**src/rtl/game_sequencer.sv**
```systemverilog
// game_sequencer
// Top-level game flow controller for the video game. Walks the game through
// IDLE -> PLAY -> CRASH -> PLAY ... -> OVER, keeps the score (frames survived)
// and the remaining lives, and builds the control word for the video game
// controller.
//
// Ports:
//   clock           - system clock (25 MHz pixel clock), rising edge only
//   rst             - asynchronous active-low reset
//   frame_tick      - one-cycle pulse per video frame
//   start_btn       - debounced start button level
//   left_btn        - debounced left button level
//   right_btn       - debounced right button level
//   icon_sel        - player icon choice, captured at game start
//   collison_detect - sticky collision flag from the video game controller
//   game_info_reg   - control word: [7] game over, [6:5] icon, [4] fast level,
//                     [3:2] reserved (0), [1:0] steering (10 left, 01 right)
//   score           - frames survived in the current game (saturating)
//   lives           - remaining lives
//   state           - FSM state: IDLE=00, PLAY=01, CRASH=10, OVER=11
module game_sequencer #(
    parameter logic [15:0] LEVEL_UP_SCORE = 16'd600,
    parameter logic [7:0]  CRASH_FRAMES   = 8'd120,
    parameter logic [1:0]  MAX_LIVES      = 2'd3
) (
    input  logic        clock,
    input  logic        rst,
    input  logic        frame_tick,
    input  logic        start_btn,
    input  logic        left_btn,
    input  logic        right_btn,
    input  logic [1:0]  icon_sel,
    input  logic        collison_detect,
    output logic [7:0]  game_info_reg,
    output logic [15:0] score,
    output logic [1:0]  lives,
    output logic [1:0]  state
);

    typedef enum logic [1:0] {
        IDLE  = 2'b00,
        PLAY  = 2'b01,
        CRASH = 2'b10,
        OVER  = 2'b11
    } state_t;

    state_t      cur_state;
    logic [7:0]  crash_count;
    logic        start_prev;
    logic        collide_prev;
    logic        prev_valid;
    logic        start_edge;
    logic        collide_edge;
    logic [1:0]  steer;
    logic [15:0] score_inc;
    logic [15:0] score_next;

    // prev_valid stays low for the first sample after reset, so a start
    // button that is already held when reset releases is treated as an old
    // level rather than a fresh press.
    assign start_edge   = prev_valid & start_btn & ~start_prev;
    assign collide_edge = collison_detect & ~collide_prev;

    // Exactly one button pressed steers; both or neither means straight.
    assign steer = (left_btn & ~right_btn) ? 2'b10 :
                   (right_btn & ~left_btn) ? 2'b01 : 2'b00;

    assign score_inc  = (score == 16'hFFFF) ? score : score + 16'd1;

    // A collision takes priority over a frame tick in the same cycle.
    assign score_next = (cur_state == PLAY && !collide_edge && frame_tick) ?
                        score_inc : score;

    assign state = cur_state;

    // Single registered FSM. Steering bits and the game-over bit default to
    // zero each cycle and are re-asserted only by the branches that land in
    // PLAY or OVER, so every output reflects the state being entered.
    always_ff @(posedge clock or negedge rst) begin
        if (!rst) begin
            cur_state     <= IDLE;
            game_info_reg <= 8'h00;
            score         <= 16'd0;
            lives         <= 2'd0;
            crash_count   <= 8'd0;
            start_prev    <= 1'b0;
            collide_prev  <= 1'b0;
            prev_valid    <= 1'b0;
        end else begin
            start_prev         <= start_btn;
            collide_prev       <= collison_detect;
            prev_valid         <= 1'b1;
            game_info_reg[1:0] <= 2'b00;
            game_info_reg[3:2] <= 2'b00;
            game_info_reg[7]   <= 1'b0;

            case (cur_state)
                IDLE: begin
                    if (start_edge) begin
                        cur_state          <= PLAY;
                        score              <= 16'd0;
                        lives              <= MAX_LIVES;
                        game_info_reg[4]   <= 1'b0;
                        game_info_reg[6:5] <= icon_sel;
                        game_info_reg[1:0] <= steer;
                    end
                end

                PLAY: begin
                    score <= score_next;
                    if (score_next >= LEVEL_UP_SCORE) begin
                        game_info_reg[4] <= 1'b1;
                    end
                    if (collide_edge) begin
                        lives <= lives - 2'd1;
                        if (lives == 2'd1) begin
                            cur_state        <= OVER;
                            game_info_reg[7] <= 1'b1;
                        end else begin
                            cur_state   <= CRASH;
                            crash_count <= 8'd0;
                        end
                    end else begin
                        game_info_reg[1:0] <= steer;
                    end
                end

                CRASH: begin
                    if (frame_tick) begin
                        if (crash_count == CRASH_FRAMES - 8'd1) begin
                            cur_state          <= PLAY;
                            crash_count        <= 8'd0;
                            game_info_reg[1:0] <= steer;
                        end else begin
                            crash_count <= crash_count + 8'd1;
                        end
                    end
                end

                OVER: begin
                    if (start_edge) begin
                        cur_state <= IDLE;
                    end else begin
                        game_info_reg[7] <= 1'b1;
                    end
                end

                default: cur_state <= IDLE;
            endcase
        end
    end

endmodule

```
**config.mk**
```make
export PLATFORM = sky130hd
export DESIGN_NAME = game_sequencer
export DESIGN_NICKNAME = d
export VERILOG_FILES = /design/src/rtl/game_sequencer.sv
export SDC_FILE = /design/constraint.sdc
export NUM_CORES = 1
export LEC_CHECK = 0
export CAP_MARGIN = 10
export CORE_UTILIZATION = 55
export CTS_BUF_LIST = sky130_fd_sc_hd__clkbuf_8
export CTS_CLUSTER_SIZE = 20
export DETAILED_ROUTE_END_ITERATION = 10
export PLACE_DENSITY = 0.86
export SETUP_SLACK_MARGIN = 0.5
export SKIP_LAST_GASP = 1
export SYNTH_ARGS = -nofsm -noshare
export SYNTH_HDL_FRONTEND = slang
export SYNTH_SLANG_ARGS = --single-unit
```
**constraint.sdc**
```tcl
create_clock -name clock -period 3.5 [get_ports clock]
set_input_delay 0.7 -clock clock [delete_from_list [all_inputs] [get_ports clock]]
set_output_delay 0.7 -clock clock [all_outputs]
set_load 0.05 [all_outputs]
```
==> qor.yml <==
status:
  status: "completed"
clock_tree:
  cts_buffers: 5
  path_clk_slew_ns: 0.07
  postCtsSetupBuffers: 0
  clock_path_buffers: 2
  cts_root_buffer: "clkbuf_8"
  clock_latency_ns: 0.29
  cts_tree: "yes"
  cts_sinks: 37
  cts_resized: 0
  ctsHoldBuffers: 0
  htreeDepth: 2
timing:
  worst_hold_slack_ns: 0.479
  rsz0062_at_grt: "false"
  fin_skew_ns: 0.00523
  min_period_ns: 2.52
  setup_viol: 0
  setup_tns_ns: 0
  report.final.slew_viol_count: 0
  fmax_mhz: 397
  period_share: 0.719
  hold_viol: 0
  slew_headroom: 0.459
  timing.final.ws_setup_ns: 0.982
  tightestPinTransition_ns: 0.812
layout:
  largest_register_ff_count: 16
  syn_to_final_growth_pct: 21.6
  antenna_cells: 0
  nets: 275
  layout_commonest_cell: "nand2_1"
  layout_common_cells: "nand2_1 (41), dfrtp_1 (37), clkdlybuf4s50_1 (33)"
  drive_gt1_frac: 0.0606
worst_hold_path:
  hp-class: "reg -> reg"
synth:
  yosys.area.top_type: "dfrtp_1"
  synth_top_family_by_area: "simple AND/OR/NAND/NOR gates"
  synthSimpleGateAreaFrac: 0.290
  synthTopCellsByArea: "dfrtp_1 (46%), nand2_1 (7.7%), o21ai_0 (5.0%)"
  synthAdderAreaFrac: 0.0187
  synth-compound-area-share: 0.138
  synthDistinctLibCells: 45
  ys_seq_elements: 37
  synth_top_area_frac: 0.461
  synth_flop_cell: "dfrtp_1"
  synth_area_um2: 2010
  synthXorXnorAreaFrac: 0.0262
  syn-instance-count: 229
  syn-mean-instance-area_um2: 8.77
  synthArstFlopShare: 1.00
  synthMuxAreaShare: 0.0249
  synth_edf_count: 0
  yosysSeqAreaShare: 0.461
  yosysWarnings: 0
die:
  die_w_um: 62.4
  core_um2: 3420
  rows: 21
  start_util: 0.588
  dieArea_um2: 3900
  die-height_um: 62.4
  pin_count: 37
power_and_ir_drop:
  p_leak_nw: 1.01
  intPower_uw: 830
  switching_share: 0.429
  p_total_mw: 1.45
  p_comb_frac: 0.396
  power_density_nw_per_um2: 596
  ir_drop_v: 0.000458
  p_clk_frac: 0.193
  power.switching_uw: 625
  seqPwrFrac: 0.411
setup_path:
  crit_path_max_fanout: 6
  endpoint_kind: "flop"
  reg2reg_slack_ns: 1.21
  worstPathRequired_ns: 3.67
  critical_path_arrival_ns: 2.68
  criticalPathCategory: "in -> reg"
  startpoint_type: "input pin"
detailed_routing:
  drc: 0
  wl_met3_um: 267
  wire_per_inst_um: 13.6
  wl_met2_mm: 1.79
  vias: 1765
  drt_iter0_markers: 107
  avgViaCountPerCell: 5.69
  first_pass_iters: 4
  antenna_left: 0
  wl_met1_mm: 2.07
  wirelength_mm: 4.21
  highest_layer: "met4"
placement:
  finalWeightedCongestion: 0.819
  preCtsSetupSlack_ns: 0.677
  hpwlAfterDp_mm: 2.99
  portBuffers: 34
global_routing:
  grt-ovfl-total: 0
  antenna_found_initial: 0
  grt_pass1_wl_mm: 7.23
  grt_pass1_vias: 1601
  grt_usage: 0.242
  grt_max_degree: 38
flow_run:
  cap_viol_max_count: 0
==> stage by stage <==
stage                     cells   util  instance area [µm²]
after floorplan             230      -                 2010
after global placement      302  0.691                 2360
after detailed placement    302  0.691                 2360
after CTS                   310  0.715                 2440
after global routing        310  0.715                 2440
final                       310  0.715                 2440
==> area by class of cell <==
cell class,instances,area (µm²)
tap,46,57.6
inverter,6,22.5
fill,277,973
multi-input combinational,178,1010
clock buffer,5,68.8
timing repair buffer,35,343
clock inverter,3,13.8
sequential,37,926
==> final timing paths <==
kind | from | to | cells after the start
min in group asynchronous | rst | crash_count[3] | 1
min | game_info_reg[6] | game_info_reg[6] | 2
max in group asynchronous | rst | game_info_reg[1] | 1
max | frame_tick | game_info_reg[4] | 7
min reg2reg | game_info_reg[6] | game_info_reg[6] | 2
max reg2reg | state[0] | crash_count[6] | 6
==> Yosys cell counts, drive strengths merged (4+ instances only) <==
cell type  count
nand2         41
dfrtp         37
o21ai         20
nor2          16
nand3         14
nand4          9
nor3           8
a21oi          7
buf            6
inv            6
a31oi          5
mux2i          5
or3            5
o31ai          4
or4            4
xor2           4
==> metal layers <==
layer / vias to the layer above / track usage
li1: 891 / -
met2: 60 / 0.364
met1: 807 / 0.324
met5: - / 0
met3: 7 / 0.0639
met4: 0 / 0.122
==> power groups by stage <==
| stage | Combinational, mW | Clock [mW] | Sequential [mW] |
|---|---|---|---|
| after floorplan | 0.213 | 0 | 0.780 |
| after global placement | 0.568 | 0 | 0.601 |
| after detailed placement | 0.577 | 0 | 0.604 |
| after CTS | 0.578 | 0.292 | 0.597 |
| after global routing | 0.616 | 0.312 | 0.613 |
| final | 0.575 | 0.281 | 0.598 |
==> critical path, stage by stage <==
cell and delay, ns:
clkdlybuf4s50_1 0.51, nand3b_1 0.15, or3_1 0.48, or4_4 0.46, xor2_1 0.16, a31o_1 0.15, nand4_1 0.08
==> kinds of logic after synthesis <==
family / Yosys count
simple gates: 115
compound gates: 46
flops: 37
buf+inv: 15
xor+xnor: 6
mux: 5
fa+ha+maj: 3
other cells: 2
Power figures use the tool's default switching activity.
==> RTL change: new RTL, same settings <==
Reset style: synchronous (`rst`), changed in one clocked block. Comments in the files are not updated.
--- a/src/rtl/game_sequencer.sv
+++ b/src/rtl/game_sequencer.sv
@@ -78,3 +78,3 @@
     // PLAY or OVER, so every output reflects the state being entered.
-    always_ff @(posedge clock or negedge rst) begin
+    always_ff @(posedge clock) begin
         if (!rst) begin
Behaviour: differs if rst is asserted again (counterexample within 4 cycles, from zero or initial values and one cycle with rst low); with rst held inactive, the same outputs for 10 cycles.
==> RTL change against the unedited design <==
  * Setup slack better by 79 ps
  * Final area is 4.5% higher
  * Synthesized cell count up 13%
  * Sequential cell count unchanged
  * Wire length grew 9.3%
  * Worst hold slack got worse by 3.7 ps
  * Area after synthesis up 5.6%
  * Core utilization decreased by 2.3 points
  * Critical path type is now register to output port
  * Largest cell class unchanged
Power is not compared: it rests on default switching activity, and its combinational part moved more than twofold at a synthesized area within 25%.
==> RTL change: results (changes against the unedited design) <==
[setup_path]
crit_family=buffers and inverters
crit_fanout=12  ; +6
crit_path_max_incr_delay_ps=880  ; +370 ps
crit_path_top_delay_cell=clkdlybuf4s50_1
crit_arrival_ps=1740  ; -940 ps

[placement]
pre_cts_ws_ps=840  ; +164 ps
port_buffers=34  ; unchanged
place_area_um2=2450  ; +3.8%
placedCellCount=328  ; +8.6%
place.gp.congestion=0.935  ; +14%
dpl.hpwl_um=3290  ; +10%

[yosys]
synthDistinctLibCells=63  ; +40%
synthTopCellsByArea=dfxtp_1 (35%), nand2_1 (5.3%), nor2_1 (5.0%)
synth.yosys.seq_area_share_pct=34.9  ; -11 points
synthArstFlopShare_pct=0  ; -100 points
yosysWarnings=0  ; unchanged
syn_inst=258  ; +13%
ys_top_cells_by_count=dfxtp_1 (37), nand2_1 (30), nor2_1 (28)

[global_route]
grt_max_degree=18  ; -53%
grt_pass1_wl_um=7980  ; +10%
grt_pass1_vias=1773  ; +11%
grt_usage_pct=24.6  ; +0.37 points

[power]
p_leak_nw=0.867

[drt]
drt_iter0_drc=130  ; +21%
avgRoutedWirePerCell_um=13.7  ; +1.1%
routed-via-count=1963  ; +11%
dr.pass1.iters=4  ; unchanged

[finish]
nNetsFinal=299  ; +8.7%
layoutNonFillerInstCount=335  ; +8.1%
area.sequential_um2=741  ; -20%
fill_cells=306  ; +10%
layout-drive-gt1-share_pct=9.41  ; +3.3 points

[sta]
finClkSkew_ps=4.73  ; -0.501 ps
tightest_slew_ps=574  ; -238 ps

[clocking]
cts_buffers=5  ; unchanged
clkTransAtPathRegs_ps=70  ; about the same
clockRootBuffer=clkbuf_8

[outcome]
status=finished clean

[RTL change: cell types whose count changed after synthesis, sizes merged, moves of 5 or more]
cell	delta
dfxtp	+37
nand2	-11
a21oi	+9
o21ai	-6
nor2	+14
dfrtp	-37
buf	+5
[RTL change: path summary, 6_finish.rpt]
path | from | end | slack (ps) | cells after the start
setup / recovery | state[0]$_SDFFE_PN0P_ | state[0] | 1060 | 1
hold / removal | game_info_reg[6]$_SDFFE_PN0P_ | game_info_reg[6]$_SDFFE_PN0P_ | 470 | 2
setup reg to reg | score[0]$_SDFFE_PN0P_ | game_info_reg[4]$_SDFFE_PN0P_ | 1290 | 8
hold reg to reg | game_info_reg[6]$_SDFFE_PN0P_ | game_info_reg[6]$_SDFFE_PN0P_ | 470 | 2
[RTL change: logic make-up (layout without fill, tap and decap cells)]
family          Yosys count  in the layout  synth area share, %
simple gates            128            128                 34.2
xor+xnor                  7              7                 2.89
fa+ha+maj                 3              3                 1.77
compound gates           61             61                 19.9
other cells               1              2                0.177
buf+inv                  19             47                 5.19
mux                       2              2                0.944
flops                    37             37                 34.9
[RTL change: per-layer routing]
metal | up-vias | GRT usage [%] | wire length (um)
met3 | 2 | 4.82 | 200
met2 | 59 | 42.0 | 2110
met5 | - | 0 | 0
met4 | 0 | 5.28 | 21
met1 | 908 | 32.1 | 2270
li1 | 994 | - | -
[RTL change: power by group through the flow]
stage,Combinational [mW],Clock (mW),Sequential (mW)
finish,0.121,0.356,0.441
global route,0.130,0.385,0.442
CTS,0.121,0.359,0.441
detailed placement,0.120,0,0.450
global placement,0.119,0,0.450
floorplan,0.0702,0,0.467
[RTL change: final cells by class]
cell class	count	area share [%]
well taps	48	2.35
multi-input cells	203	49.9
inverters	3	0.441
clock inverters	2	1.37
flip-flops and latches	37	29.0
clock buffers	5	2.70
repair buffers	37	14.2
